**src/rtl/loader_pkg.sv**
```systemverilog
// Shared types and constants for the program loader that feeds the 9-bit core's instruction memory.
package loader_pkg;

   // Loader phases: low byte, high byte, start pulse, core running.
   typedef enum logic [1:0] {
      LO    = 2'd0,
      HI    = 2'd1,
      START = 2'd2,
      RUN   = 2'd3
   } load_state_t;

   // Only bit 0 of a high byte carries code; any other set bit is a malformed stream.
   localparam logic [7:0] HI_PAD_MASK = 8'hFE;

   // Machine-code word width of the core.
   localparam int W = 9;

endpackage

```
**src/rtl/prog_loader.sv**
```systemverilog
// Boot loader: packs a byte stream into 9-bit words, writes them to consecutive
// instruction-memory addresses, starts the core and waits for it to finish.
module prog_loader
   import loader_pkg::*;
#(
   parameter int D = 12,
   parameter int W = loader_pkg::W
)(
   input  logic         clk,
   input  logic         reset,
   input  logic         in_valid,
   output logic         in_ready,
   input  logic [7:0]   in_data,
   input  logic         in_last,
   input  logic         cpu_done,
   output logic         wr_en,
   output logic [D-1:0] wr_addr,
   output logic [W-1:0] wr_data,
   output logic         req,
   output logic         busy,
   output logic [D:0]   prog_len,
   output logic         err
);

   // prog_len value meaning the whole address space has been written.
   localparam logic [D:0] FULL = {1'b1, {D{1'b0}}};

   load_state_t state;
   load_state_t next_state;
   logic [7:0]  lo_byte;
   logic        xfer;

   assign xfer = in_valid && in_ready;

   // Next-state decode; input is accepted only while assembling words.
   always_comb begin
      next_state = state;
      in_ready   = 1'b0;
      case (state)
         LO: begin
            in_ready = 1'b1;
            if (in_valid) begin
               next_state = in_last ? START : HI;
            end else begin
               next_state = LO;
            end
         end
         HI: begin
            in_ready = 1'b1;
            if (in_valid) begin
               next_state = in_last ? START : LO;
            end else begin
               next_state = HI;
            end
         end
         START: begin
            next_state = RUN;
         end
         RUN: begin
            if (cpu_done) begin
               next_state = LO;
            end else begin
               next_state = RUN;
            end
         end
         default: begin
            next_state = LO;
         end
      endcase
   end

   // State, word assembly, length/error bookkeeping and all registered outputs.
   always_ff @(posedge clk) begin
      if (reset) begin
         state    <= LO;
         lo_byte  <= 8'h00;
         prog_len <= {(D+1){1'b0}};
         err      <= 1'b0;
         wr_en    <= 1'b0;
         wr_addr  <= {D{1'b0}};
         wr_data  <= {W{1'b0}};
         req      <= 1'b0;
         busy     <= 1'b0;
      end else begin
         state <= next_state;
         wr_en <= 1'b0;
         req   <= 1'b0;
         case (state)
            LO: begin
               if (xfer) begin
                  if (in_last) begin
                     // A stream ending on a low byte leaves half a word: drop it.
                     err <= 1'b1;
                  end else begin
                     lo_byte <= in_data;
                  end
               end
            end
            HI: begin
               if (xfer) begin
                  if ((in_data & HI_PAD_MASK) != 8'h00) begin
                     err <= 1'b1;
                  end else if (prog_len == FULL) begin
                     err <= 1'b1;
                  end else begin
                     wr_en    <= 1'b1;
                     wr_addr  <= prog_len[D-1:0];
                     wr_data  <= W'({in_data[0], lo_byte});
                     prog_len <= prog_len + {{D{1'b0}}, 1'b1};
                  end
               end
            end
            START: begin
               req  <= 1'b1;
               busy <= 1'b1;
            end
            RUN: begin
               if (cpu_done) begin
                  busy     <= 1'b0;
                  prog_len <= {(D+1){1'b0}};
                  err      <= 1'b0;
               end
            end
            default: begin
               busy <= 1'b0;
            end
         endcase
      end
   end

endmodule

```
**config.mk**
```make
export PLATFORM = sky130hd
export DESIGN_NAME = prog_loader
export DESIGN_NICKNAME = d
export VERILOG_FILES = /design/src/rtl/loader_pkg.sv /design/src/rtl/prog_loader.sv
export SDC_FILE = /design/constraint.sdc
export NUM_CORES = 1
export LEC_CHECK = 0
export ABC_CLOCK_PERIOD_IN_PS = 3900
export CAP_MARGIN = 10
export CORE_UTILIZATION = 25
export DETAILED_ROUTE_END_ITERATION = 12
export SYNTH_ARGS = -nofsm -noshare
export SYNTH_HDL_FRONTEND = slang
export SYNTH_SLANG_ARGS = --single-unit
```
**constraint.sdc**
```tcl
create_clock -name clk -period 3.9 [get_ports clk]
set_input_delay 0.78 -clock clk [delete_from_list [all_inputs] [get_ports clk]]
set_output_delay 0.78 -clock clk [all_outputs]
set_load 0.03 [all_outputs]
```
==> impl_summary.txt <==
----------------------------------------------------
[Run status]
  Status ... complete, no violations

[Floorplan]
  Number of placed I/O pins ... 52
  Core Footprint ... 8380 um2
  Die height ... 96.0 um
  Horiz. Die Dim ... 96.0 um
  Placement row count ... 33
  Total Die Area ... 9220 um2
  Initial standard-cell utilization of the core ... 26.4%

[Detailed routing]
  Drt drc ... 0
  Antenna-violating nets left ... 0
  Via Count ... 2012
  Initial DRC Count ... 143
  DRT Wirelength ... 5.57 mm
  First-pass iteration count of the detailed router ... 4
  Mean number of vias per cell ... 4.86
  Average wire length per cell after detail routing ... 13.5 um

[Clock network]
  Post-CTS Setup Repair Bufs ... 0
  Number of resized instances in the post-cts repair step ... 0
  Longest Clk Path Bufs ... 2
  Clock tree from TritonCTS ... yes
  Clock-pin slew reported for the worst setup and hold paths after clock tree synthesis ... 0.09 ns
  Cts-stage hold buffer count ... 0
  Number of H-tree branching levels ... 2
  Cts bufs inserted ... 5
  CTS sink count ... 48
  Root Buffer Master ... clkbuf_8
  Clock Latency Late Sink ... 0.31 ns

[Timing]
  Setup repair after global routing missed its margin ... false
  Final Skew ... 0.0111 ns
  Slew at the pin closest to its max-slew limit ... 0.613 ns
  Headroom to the max-slew limit ... 59.0%
  Count of endpoints failing setup in the final report ... 0
  Final worst path period need ... 2.86 ns
  Post-Route Setup TNS ... 0 ns
  Number of pins exceeding their max-slew limit in the final report ... 0
  Share of the cycle needed by the critical path after routing ... 73.3%
  Number of endpoints with negative hold slack in the final report ... 0
  Maximum operating frequency ... 0.350 GHz
  Final Hold Slack ... 0.456 ns

[Pwr]
  Highest ir drop seen on vdd ... 0.154 mV
  Reg power frac ... 52.6%
  Proportion of power drawn by the clock network ... 39.0%
  Power density relative to cell area ... 328 nW/um2
  Internal power of the cells ... 0.728 mW
  Switching power as a share of total power ... 24.1%
  Part of the power in combinational logic ... 8.4%
  Total net switching power ... 0.232 mW
  Leakage power of the design ... 0.978 nW

[Critical path]
  Maximum fanout count along the critical path ... 8
  Setup Crit Path Kind ... in2reg
  Cells traversed along the worst timing path ... clkdlybuf4s50_1 -> or4b_4 -> nor2_1 -> nand4_2 -> or4_1 -> a31oi_1
  CP Data Arrival Time ... 3.09 ns
  Endpoint type of the worst setup path ... register
  Biggest cell delay along the critical path ... 0.59 ns
  Slowest library cell on the worst path ... clkdlybuf4s50_1
  Data required, critical path ... 4.13 ns
  Kind of start point of the critical path ... primary input

[Placement]
  PortBufs ... 51
  Post-detail-place hpwl ... 4.06 mm
  Global placer's final weighted congestion ... 0.792

[Global route]
  Via count of the first global-routing pass ... 1982
  Overall fraction of global-route tracks in use ... 13.0%
  Global-route wire length before repair ... 9.41 mm
  Overall overflow remaining after global route ... 0
  Pin count of the biggest net entering global routing ... 30
  Initial antenna violation count ... 0

[Synth]
  Leading post-synthesis cells by cell area ... dfxtp_1, nand2_1, a21oi_1, mux2i_1, ha_1
  Synth top area share ... 43.5%
  Unique cell type count in the Yosys netlist ... 49
  Cell area after technology mapping ... 2210 um2
  Syn Inst Count ... 260
  Ys async rst share ... 0%
  Warning count from the yosys run ... 0
  Flops & latches, synth ... 48
  Avg Inst Size Synth ... 8.50 um2
  Net count after synthesis ... 279
  Post-synthesis sequential area ratio ... 43.5%
  Leading cell type by number of instances after synthesis ... nand2_1
  Number of enable flip-flop cells after synthesis ... 0
  Most used flip-flop cell after synthesis ... dfxtp_1
  Top cell types by occurrence after synthesis ... nand2_1, dfxtp_1, a21oi_1
  Post-synthesis cell type with the largest combined area ... dfxtp_1

[Final layout]
  Post-layout net count ... 327
  Share of final-layout standard cells stronger than drive strength 1 ... 8.09%
  Area delta synth->final ... 32.6%
  Count of antenna diodes in the layout ... 0

[Min path]
  HP Class ... reg2reg

[Flow run]
  Number of maximum-capacitance violations ... 0

----------------------------------------------------
## kinds of logic (layout without fill, tap and decap cells)
group                    count (synthesis)  count (layout)  synth area share (%)
AND/OR/NAND/NOR                        116             116                  28.0
flip-flops                              48              48                  43.5
adder cells (fa/ha/maj)                  6               6                  3.40
AO/OA/AOI/OAI                           60              60                  16.9
buffers and inverters                   21              70                  4.13
multiplexers                             9               9                  4.08
## worst max-delay path, delay by kind of cell
family	cells	cell delay, ns
simple gates	4	1.54
buf+inv	1	0.59
compound gates	1	0.17
## metal layers
layer / part of all wire (%) / GRT usage, %
met1: 49 / 16.8
met2: 46 / 22.3
met3: 4.9 / 2.61
met4: 0.43 / 2.61
met5: 0 / 0
## state kept, by name (all words and copies together) (netlist names)
signal and cells:
busy 1, err 1, lo_byte 8, prog_len 13, req 1, state 2, wr_addr 12, wr_data 9
wr_en 1
## path summary, 6_finish.rpt
check	depth (start not counted)	slack, ns	start	to
worst max-delay path	6	1.04	in_valid	prog_len[10]
worst min-delay path	2	0.46	wr_addr[8]	wr_addr[8]
worst max register to register	7	1.57	state[1]	prog_len[8]
worst min register to register	2	0.46	wr_addr[8]	wr_addr[8]
## placed cells by master (no fill, tap or decap), types with 2 or more instances in the layout
cell type        netlist  layout
nor2_1                17      17
nor4b_2                2       2
inv_1                  6       6
clkbuf_8               0       5
mux2i_1                9       9
ha_1                   6       6
nand4_1                4       4
and4_1                 3       3
o21ai_1                6       6
a21oi_1               30      30
nand2_1               54      54
a21o_1                 2       2
a31oi_1                3       3
dfxtp_1               48      48
nor4_2                 2       2
clkdlybuf4s50_1        0      51
nand2b_1               5       5
or4_1                  7       7
nor3b_1                2       2
o31ai_1                5       5
and3_1                 2       2
clkinv_4               0       2
a211oi_1               2       2
nor2b_1                2       2
nand3_1                6       6
nor3_1                 2       2
buf_4                  0       3
## power groups by stage
stage | Sequential (mW) | Combinational [mW] | Clock [mW]
after floorplan | 0.521 | 0.0426 | 0
after global placement | 0.516 | 0.0808 | 0
after detailed placement | 0.517 | 0.0820 | 0
after CTS | 0.505 | 0.0821 | 0.386
after global routing | 0.507 | 0.0884 | 0.406
final | 0.505 | 0.0809 | 0.374
## layout make-up
| type | instances | area [um2] |
|---|---|---|
| flip-flops and latches | 48 | 961 |
| fillers | 913 | 5450 |
| repair buffers | 54 | 533 |
| multi-input cells | 191 | 1160 |
| inverters | 8 | 31.3 |
| clock buffers | 5 | 68.8 |
| well taps | 105 | 131 |
| clock inverters | 3 | 47.5 |
## through the flow
step | std cells | power (mW) | area (um2) | utilization (%) | worst slack, ns
finish | 414 | 0.960 | 2930 | 35.0 | 1.04
global route | 414 | 1.00 | 2930 | 35.0 | 0.890
CTS | 414 | 0.973 | 2930 | 35.0 | 1.05
detailed placement | 406 | 0.599 | 2810 | 33.6 | 0.737
global placement | 406 | 0.597 | 2810 | 33.6 | 0.766
floorplan | 260 | 0.564 | 2210 | - | 1.38
Note: power is estimated with default switching activity, not from simulation.
